**src/rtl/ram_ctrl.sv**
```systemverilog
// ram_ctrl -- CPU-side controller for a 4-bit nibble RAM with status characters
// and optional output ports.
//
// Commands are taken only in IDLE. SRC and DCL update the address registers.
// WRM/WRS and RDM/RDS capture the full RAM address at accept, so a later SRC
// or DCL cannot disturb an access that is already running.
// A write asserts ramWe for one cycle. A read asserts ramRe for one cycle.
// The RAM returns registered data one cycle later, and that data is passed
// straight through to rspData while rspValid is high.
//
// Build option: define RAM_CTRL_OUTPORT_EN so that WMP writes the nibble port
// of the chip selected by srcReg[7:6]. Without it, WMP is a no-op and portOut
// is tied to zero.
module ram_ctrl (
   input  logic        clk,
   input  logic        rstN,
   input  logic        cmdValid,
   output logic        cmdReady,
   input  logic [2:0]  cmdOp,
   input  logic [1:0]  cmdIdx,
   input  logic [7:0]  cmdData,
   output logic        rspValid,
   output logic [3:0]  rspData,
   output logic [11:0] ramAddr,
   output logic        ramWe,
   output logic        ramRe,
   output logic [3:0]  ramDataIn,
   input  logic [3:0]  ramDataOut,
   output logic [15:0] portOut
);

   localparam logic [2:0] OP_SRC = 3'd0;
   localparam logic [2:0] OP_DCL = 3'd1;
   localparam logic [2:0] OP_WRM = 3'd2;
   localparam logic [2:0] OP_RDM = 3'd3;
   localparam logic [2:0] OP_WRS = 3'd4;
   localparam logic [2:0] OP_RDS = 3'd5;
   localparam logic [2:0] OP_WMP = 3'd6;

   typedef enum logic [1:0] {IDLE, ACCESS, RESP} state_t;

   state_t      state;
   logic [7:0]  srcReg;    // {chip, reg, char}
   logic [2:0]  bank;
   logic        pendRead;  // the access in flight is a read, so go on to RESP
   logic        accept;
   logic [11:0] accAddr;

   assign cmdReady = (state == IDLE);
   assign accept   = cmdValid & cmdReady;

   // Status characters sit in the S=1 half of each register; main characters are in the S=0 half.
   always_comb begin
      accAddr = {bank, srcReg[7:4], 1'b0, srcReg[3:0]};
      if (cmdOp == OP_WRS || cmdOp == OP_RDS)
         accAddr = {bank, srcReg[7:4], 1'b1, 2'b00, cmdIdx};
   end

   // The read nibble is visible only during the response cycle and reads as zero otherwise.
   assign rspData = rspValid ? ramDataOut : 4'h0;

   // Command FSM: IDLE -> ACCESS (-> RESP for reads) -> IDLE, with all strobes registered.
   always_ff @(posedge clk or negedge rstN) begin
      if (!rstN) begin
         state     <= IDLE;
         srcReg    <= 8'h00;
         bank      <= 3'd0;
         pendRead  <= 1'b0;
         ramAddr   <= 12'h000;
         ramWe     <= 1'b0;
         ramRe     <= 1'b0;
         ramDataIn <= 4'h0;
         rspValid  <= 1'b0;
      end else begin
         ramWe    <= 1'b0;
         ramRe    <= 1'b0;
         rspValid <= 1'b0;
         case (state)
            IDLE: begin
               if (accept) begin
                  case (cmdOp)
                     OP_SRC: srcReg <= cmdData;
                     OP_DCL: bank   <= cmdData[2:0];
                     OP_WRM, OP_WRS: begin
                        ramAddr   <= accAddr;
                        ramDataIn <= cmdData[3:0];
                        ramWe     <= 1'b1;
                        pendRead  <= 1'b0;
                        state     <= ACCESS;
                     end
                     OP_RDM, OP_RDS: begin
                        ramAddr  <= accAddr;
                        ramRe    <= 1'b1;
                        pendRead <= 1'b1;
                        state    <= ACCESS;
                     end
                     default: ;  // WMP and NOP finish in the accept cycle
                  endcase
               end
            end
            ACCESS: begin
               if (pendRead) begin
                  rspValid <= 1'b1;
                  state    <= RESP;
               end else begin
                  state <= IDLE;
               end
            end
            RESP:    state <= IDLE;
            default: state <= IDLE;
         endcase
      end
   end

`ifdef RAM_CTRL_OUTPORT_EN
   // WMP loads the nibble port of the chip that SRC currently selects.
   always_ff @(posedge clk or negedge rstN) begin
      if (!rstN)
         portOut <= 16'h0000;
      else if (accept && cmdOp == OP_WMP)
         portOut[{srcReg[7:6], 2'b00} +: 4] <= cmdData[3:0];
   end
`else
   assign portOut = 16'h0000;
`endif

endmodule

```
**config.mk**
```make
export PLATFORM = sky130hd
export DESIGN_NAME = ram_ctrl
export DESIGN_NICKNAME = d
export VERILOG_FILES = /design/src/rtl/ram_ctrl.sv
export SDC_FILE = /design/constraint.sdc
export NUM_CORES = 1
export LEC_CHECK = 0
export BUFFER_PORTS_ARGS = -buffer_cell sky130_fd_sc_hd__clkbuf_2
export CAP_MARGIN = 25
export CORE_ASPECT_RATIO = 0.5
export CORE_MARGIN = 10
export CORE_UTILIZATION = 30
export DETAILED_ROUTE_END_ITERATION = 12
export GPL_TIMING_DRIVEN = 1
export PLACE_DENSITY_LB_ADDON = 0.05
export SYNTH_ARGS = -nofsm -noshare
export SYNTH_HDL_FRONTEND = slang
export SYNTH_SLANG_ARGS = --single-unit
```
**constraint.sdc**
```tcl
create_clock -name clk -period 1.7 [get_ports clk]
set_input_delay 0.17 -clock clk [delete_from_list [all_inputs] [get_ports clk]]
set_output_delay 0.17 -clock clk [all_outputs]
set_load 0.05 [all_outputs]
```
-- Word-level counts from Yosys, hierarchy flattened
Cells that the tools add are included.
- flip-flop bits (word level): 33
- output and inout bits: 40
- equal/unequal tests: 8
- muxes and demuxes: 15
- bitwise gates (word level): 1
- reduce and logical (&&, ||, !) cells: 13
- operators by type and width (kind ; number):
    $reduce_and 3->1 ; 5
    $mux 1 ; 8
    $eq 3x2->1 const B ; 2
    $eq 3x3->1 const B ; 2
    $mux 2 ; 3
    $mux 5 ; 1
    $mux 4 ; 1
    $pmux 2 s2 ; 1
    $reduce_or 2->1 ; 2
    $reduce_or 4->1 ; 1
    $eq 3x1->1 const B ; 1
    $logic_not 3->1 ; 1
    $eq 2x1->1 const B ; 1
    $logic_not 2->1 ; 1
    $ne 2x1->1 const B ; 1
    $ne 2x2->1 const B ; 1
    $pmux 1 s2 ; 1
    $reduce_and 2->1 ; 1
    $reduce_bool 2->1 ; 1
    $and 1x1->1 ; 1
    $logic_or 1x1->1 ; 1

-- Longest topological paths before layout
Gate-level depths: netlist of run 1.
- word-level depth: 5
- depth in mapped cells: 8
- depth with buffers taken out: 6

-- Least setup slack after synthesis of run 1
Ideal clock, no wire load.
- path type: register -> register
- start point: register state[0]
- end point: register srcReg[0]
- library setup time: 0.125 ns
- arrival: 1.639 ns
- setup slack: -0.064 ns
- stages on the path, launching flop included: 5
- period minus slack after synthesis: 1.764 ns
- cell sequence: dfrtp_1 -> or3b_4 -> or4_4 -> buf_6 -> mux2_4
- word-level cells in the longest chain between the ends: 3
- ends and longest elaborated chain (item ; line ; source):
    start: declaration ; 42 ; state_t state;
    start signal: assignment ; 65 ; state <= IDLE;
    start signal: assignment ; 89 ; state <= ACCESS;
    start signal: assignment ; 95 ; state <= ACCESS;
    $logic_not 2->1 * ; 49, 78 ;
    $and 1x1->1 ; 50 ; assign accept = cmdValid & cmdReady;
    $reduce_and 3->1 (no source line) * ; -- ;
    end signal: assignment ; 82 ; OP_SRC: srcReg <= cmdData;
    end: declaration ; 43 ; logic [7:0] srcReg;
Mark *: on every way between the ends. The rest lies on a longest branch, timed or not.
A chain may end at the register's enable or synchronous reset.

-- Final worst setup path of run 1
- start point: register state[1]
- end point: register srcReg[6]
Same word-level chain as after synthesis.

==> results by group, run 1 <==
Placement
  • # port buffers: 43
  • GPL Wtd Cong: 0.756
  • Place WS: -0.0721 ns
  • Placed cell count: 240
  • Post-DP Area: 0.00177 mm2
  • DP HPWL: 2680 um

Floorplanning
  • DIE HEIGHT: 69.8 um
  • Core area: 0.00459 mm2
  • I/O Pins: 60
  • Core Rows: 17
  • Die area: 0.00835 mm2
  • Die width: 120 um
  • Initial Util: 32.4%

Finish
  • Nets@finish: 203
  • Layout area overhead: 25.3%
  • Share of post-route cells with drive strength above 1: 44.8%
  • Fin area: 0.00186 mm2
  • Antenna cells: 0
  • Fin util: 40.6%
  • Non-filler cells, final: 249

STA
  • Crit share post-route: 105%
  • RSZ-0062 raised after global routing: true
  • PnR worst setup slack: -0.0852 ns
  • Final slew viol count: 0
  • Setup TNS: -0.887 ns
  • Final setup fails: 11
  • Max Clock Freq: 560 MHz
  • Worst clock skew: 0.00454 ns
  • Hold_ws: 0.119 ns
  • Post-layout min period: 1.79 ns
  • Fin. Hold Viols: 0

Critical path
  • Critical path class: reg2reg
  • Critical-path cell list: or3b_4 -> or4_4 -> mux2_4
  • CP arrival: 1.95 ns
  • Worst path required time: 1.86 ns
  • CP Max Fanout: 8
  • Critical path's slowest cell: or4_4
  • Endpoint class of the critical path: flop
  • Startpoint types: flop
  • Crit-path max cell delay: 0.54 ns

Outcome
  • Failing checks: setup timing
  • Status: finished, violations left

CTS
  • Max clock buf depth: 2
  • CTS Sinks: 33
  • CTS tree: done
  • Clock-pin slew on the worst setup and hold paths: 0.07 ns
  • Worst-Skew Late Latency: 0.28 ns
  • H-tree depth: 2
  • Clock Tree Root: clkbuf_8
  • CTS Buf Count: 5

Synthesis
  • EDFF count, synth: 0
  • Largest area contributor in the netlist: dfrtp_1
  • Post-Syn Area per Cell: 11.7 um2
  • Post-synth top area share: 55.5%
  • Post-Synthesis Cells: 127
  • Cell Area, Synth: 0.00149 mm2
  • Yosys reg bits: 33
  • Synth top cells by count: dfrtp_1 (33), nand2_1 (31), buf_4 (16)
  • YS warnings: 0
  • Most used flip-flop cell after synthesis: dfrtp_1
  • Async SR Flop Fraction: 100%
  • Ranking of synthesized cells by area: dfrtp_1 (56%), buf_4 (8.1%), mux2_4 (8.1%), nand2_1 (7.8%), mux2_2 (5.3%)
  • Most frequent cell after synthesis: dfrtp_1
  • Register area share after synthesis: 55.5%
  • Unique masters post-synth: 24

Detailed routing
  • DR vias/cell: 4.03
  • Initial DRC count: 32
  • DRC violations left: 0
  • Drt pass-1 iters: 4
  • DR vias: 1003
  • Routed Antenna Nets: 0
  • Total Wirelength: 3490 um
  • Average routed wire per standard cell: 14.0 um

Global route
  • Met3 Track Usage GR: 4.94%
  • Met1 GRT Util: 10.5%
  • Top Usage Layer GRT: met2
  • Initial antenna violation count: 0
  • Largest net degree at the start of global routing: 34
  • Total track usage: 8.75%
  • Number of global-route vias before repair: 1106
  • First-pass GRT wire length: 5780 um
  • Gr ovfl total: 0
  • Met2 Use GR: 12.3%

Power and ir drop
  • Power per cell area: 1450 mW/mm2
  • VDD IR max: 0.584 mV
  • Leakage: 1.04 nW
  • Total power: 2.70 mW

Worst hold path
  • Min-Delay Path Class: in2reg

Run
  • Max-cap violation count: 0
==> critical path, delay by kind of cell (launching register included) <==
kind             cells  cell delay, ns
DFF                  1            0.40
muxes                1            0.33
and+or+nand+nor      2            0.94
==> power by group <==
group | leakage (nW) | internal, mW | switching [mW]
logic | 0.576 | 0.289 | 0.747
registers | 0.414 | 0.989 | 0.104
clock network | 0.0450 | 0.284 | 0.283
==> per-layer routing <==
metal	routed length, um	up-vias
met5	0	-
met4	41	0
met3	347	2
met2	1400	44
met1	1700	469
li1	-	488
==> path summary, 6_finish.rpt <==
| path | startpoint | endpoint | slack [ns] | cells after the start |
|---|---|---|---|---|
| max | state[1] | srcReg[6] | -0.09 | 3 |
| min | cmdData[7] | srcReg[7] | 0.12 | 2 |
| max reg2reg | state[1] | srcReg[6] | -0.09 | 3 |
| min reg2reg | ramAddr[2] | ramAddr[2] | 0.47 | 2 |
| max in group asynchronous | rstN | ramAddr[1] | 0.93 | 3 |
| min in group asynchronous | rstN | ramDataIn[1] | 0.45 | 3 |
==> logic make-up after synthesis <==
family | after synthesis | synth area share [%]
fa+ha+maj | 1 | 0.841
compound gates | 3 | 1.01
mux | 17 | 14.7
buf+inv | 24 | 10.8
other cells | 1 | 0.252
flops | 33 | 55.5
simple gates | 47 | 16.3
xor+xnor | 1 | 0.589
==> layout by cell type (no fill, tap or decap), drive strengths merged <==
cell type / n
nor2: 2
nand3b: 2
mux2: 15
and3b: 2
ha: 1
conb: 16
clkinv: 2
or3: 1
dfrtp: 33
xnor2: 1
dlygate4sd3: 1
or4b: 2
o21ai: 3
or3b: 1
or4: 1
nand2b: 1
inv: 3
mux2i: 2
buf: 10
nand2: 31
clkbuf: 49
and2: 4
==> cell type report <==
| cell class | instances | area (um2) |
|---|---|---|
| inverter | 3 | 11.3 |
| multi-input combinational | 85 | 562 |
| fill | 469 | 2730 |
| tap | 66 | 82.6 |
| clock inverter | 2 | 10.0 |
| clock buffer | 6 | 72.6 |
| sequential | 33 | 826 |
| timing repair buffer | 54 | 300 |
==> flip-flops by register name, indices dropped and copies added, names as in the netlist <==
name,count
ramAddr,12
srcReg,8
ramDataIn,4
bank,3
state,2
pendRead,1
ramRe,1
ramWe,1
rspValid,1
==> timing repair <==
action / CTS / global route
resized for setup: 1 / 2
hold buffers: 1 / 0
endpoints found under the setup margin: 17 / 28
setup buffers: 0 / 0
pin swaps: 1 / 0
cloned: 0 / 0
hold endpoints to repair: 33 / 0
(Power assumes the default switching activity.)
==> run 2, diff against run 1 <==
- ABC_AREA: unset -> 1
==> results by group, run 2 <==
STA
  • Setup TNS: 0 ns (was -0.887 ns)
  • Final setup fails: 0 (was 11)
  • Post-layout min period: 1.36 ns (was 1.79 ns)
  • Fin. Hold Viols: 0 (unchanged)
  • Final slew viol count: 0 (unchanged)
  • RSZ-0062 raised after global routing: false (was true)
  • Max Clock Freq: 736 MHz (was 560 MHz)
  • Worst clock skew: 0.00585 ns (was 0.00454 ns)
  • Crit share post-route: 79.9% (was 105%)
  • Hold_ws: 0.112 ns (was 0.119 ns)
  • PnR worst setup slack: 0.342 ns (was -0.0852 ns)

Worst hold path
  • Min-Delay Path Class: in2reg (unchanged)
  • WHS Path Cells: 3 (was 2)
  • Min-delay src: cmdData[7] (unchanged)
  • Min-Delay Endpoint: srcReg[7] (unchanged)

Finish
  • Commonest cells after routing, fill and taps aside: nand2_1 (81), clkbuf_2 (43), dfrtp_1 (33) (was clkbuf_2 (43), dfrtp_1 (33), nand2_1 (31))
  • Antenna cells: 0 (unchanged)
  • Biggest regs: ramAddr: 12 flops, srcReg: 8 flops, ramDataIn: 4 flops (unchanged)
  • Most common cell after layout, fill and taps aside: nand2_1 (was clkbuf_2)
  • Largest register by flop count: ramAddr (unchanged)
  • Layout area overhead: 20.6% (was 25.3%)
  • Share of post-route cells with drive strength above 1: 27.9% (was 44.8%)
  • Nets@finish: 249 (was 203)
  • Max reg flops: 12 (unchanged)
  • Fin area: 0.00187 mm2 (was 0.00186 mm2)

Placement
  • GPL Wtd Cong: 0.789 (was 0.756)
  • Place WS: 0.281 ns (was -0.0721 ns)
  • # port buffers: 43 (unchanged)
  • DP HPWL: 2940 um (was 2680 um)
  • Post-DP Area: 0.00178 mm2 (was 0.00177 mm2)

Detailed routing
  • DRC violations left: 0 (unchanged)
  • Total Wirelength: 3640 um (was 3490 um)
  • Average routed wire per standard cell: 12.2 um (was 14.0 um)
  • DR vias/cell: 4.01 (was 4.03)
  • DR vias: 1198 (was 1003)
  • Routed Antenna Nets: 0 (unchanged)
  • Initial DRC count: 19 (was 32)
  • Drt pass-1 iters: 4 (unchanged)

CTS
  • CTS Buf Count: 5 (unchanged)
  • Post-CTS Setup Inserts: 0 (unchanged)
  • CTS tree: done (unchanged)
  • Clock Tree Root: clkbuf_8 (unchanged)
  • Clock-pin slew on the worst setup and hold paths: 0.07 ns (about the same)
  • Max clock buf depth: 2 (unchanged)
  • Worst-Skew Late Latency: 0.28 ns (about the same)
  • CTS Sinks: 33 (unchanged)
  • H-tree depth: 2 (unchanged)

Critical path
  • CP Max Fanout: 3 (was 8)
  • Critical path class: reg2out (was reg2reg)
  • CP arrival: 1.19 ns (was 1.95 ns)
  • Endpoint class of the critical path: primary output (was flop)
  • FF-to-FF Start: state[0] (was state[1])
  • Worst R2R Path Depth: 6 (was 3)
  • FF-to-FF setup slack: 0.40 ns (was -0.09 ns)
  • Worst path required time: 1.53 ns (was 1.86 ns)
  • R2R Path End: srcReg[0] (was srcReg[6])
  • Startpoint types: flop (unchanged)

Global route
  • Initial antenna violation count: 0 (unchanged)
  • Total track usage: 8.76% (was 8.75%)
  • First-pass GRT wire length: 6010 um (was 5780 um)
  • Number of global-route vias before repair: 1254 (was 1106)
  • Largest net degree at the start of global routing: 34 (unchanged)
  • Gr ovfl total: 0 (unchanged)

Power and ir drop
  • Leakage: 1.11 nW (was 1.04 nW)
  • Power per cell area: 1370 mW/mm2 (was 1450 mW/mm2)
  • VDD IR max: 0.443 mV (was 0.584 mV)
  • Total power: 2.58 mW (was 2.70 mW)

Synthesis
  • Most used flip-flop cell after synthesis: dfrtp_1 (unchanged)
  • Synth top cells by count: nand2_1 (81), dfrtp_1 (33), buf_4 (18) (was dfrtp_1 (33), nand2_1 (31), buf_4 (16))
  • Ranking of synthesized cells by area: dfrtp_1 (53%), nand2_1 (20%), buf_4 (8.7%), nand3_1 (4.5%), inv_1 (2.4%) (was dfrtp_1 (56%), buf_4 (8.1%), mux2_4 (8.1%), nand2_1 (7.8%), mux2_2 (5.3%))
  • Largest area contributor in the netlist: dfrtp_1 (unchanged)
  • YS warnings: 0 (unchanged)
  • Post-synth top area share: 53.1% (was 55.5%)
  • Register area share after synthesis: 53.1% (was 55.5%)
  • Unique masters post-synth: 18 (was 24)
  • Post-Syn Area per Cell: 8.68 um2 (was 11.7 um2)
  • Most frequent cell after synthesis: nand2_1 (was dfrtp_1)
  • Post-Synthesis Cells: 179 (was 127)
  • Cell Area, Synth: 0.00155 mm2 (was 0.00149 mm2)
  • Async SR Flop Fraction: 100% (unchanged)
  • Yosys reg bits: 33 (unchanged)
  • EDFF count, synth: 0 (unchanged)

Floorplanning
  • Die width: 122 um (was 120 um)
  • Core area: 0.00498 mm2 (was 0.00459 mm2)
  • DIE HEIGHT: 70.9 um (was 69.8 um)
  • Initial Util: 31.2% (was 32.4%)
  • I/O Pins: 60 (unchanged)
  • Core Rows: 18 (was 17)
  • Die area: 0.00863 mm2 (was 0.00835 mm2)

Run
  • Max-cap violation count: 0 (unchanged)

Outcome
  • Status: complete, no violations (was finished, violations left)
run 2: per-stage QoR:
stage	utilization, %	std cells
2_1_floorplan	-	194
3_3_place_gp	35.8	290
3_5_place_dp	35.8	290
4_1_cts	37.7	299
5_1_grt	37.7	299
6_report	37.7	299
run 2: layout make-up:
class	count	area, um2
fill	546	3100
sequential	33	826
multi-input combinational	128	586
timing repair buffer	46	240
tap	70	87.6
clock buffer	6	72.6
inverter	14	52.6
clock inverter	2	10.0
run 2: kinds of logic (layout without fill, tap and decap cells):
family | count (synthesis) | in the layout | synth area share [%]
buffers and inverters | 33 | 68 | 12.8
other | 1 | 16 | 0.241
and+or+nand+nor | 107 | 107 | 31.1
DFF | 33 | 33 | 53.1
adders and majority gates | 1 | 1 | 0.805
AOI/OAI and AO/OA | 4 | 4 | 1.93
run 2: what timing repair did:
item,CTS,global route
hold endpoints to repair,33,0
resized for setup,0,0
hold buffers,1,0
run 2: how the worst max path moves through the flow:
stage	startpoint	endpoint	slack, ns	cells past startpoint
floorplan	state[0]	ramAddr[0]	0.33	7
global placement	cmdOp[1]	ramAddr[2]	0.32	7
detailed placement	cmdOp[1]	ramAddr[3]	0.28	7
CTS	state[0]	cmdReady	0.32	2
global route	state[0]	ramAddr[5]	0.23	6
finish	state[0]	cmdReady	0.34	2
run 2: power breakdown:
part / switching (mW) / internal [mW]
combinational: 0.745 / 0.201
sequential: 0.102 / 0.968
clock: 0.276 / 0.283
total: 1.12 / 1.45
run 2: per-layer routing:
| metal | GRT usage [%] | wire length (um) | up-vias |
|---|---|---|---|
| met4 | 2.76 | 33 | 0 |
| met5 | 0 | 0 | - |
| li1 | - | - | 610 |
| met2 | 12.7 | 1420 | 50 |
| met1 | 10.7 | 1670 | 533 |
| met3 | 4.99 | 514 | 5 |
run 2: worst max-delay path: stages, from the launching register on:
cell and delay (ns):
dfrtp_1 0.41, nor2_4 0.19, clkbuf_2 0.31
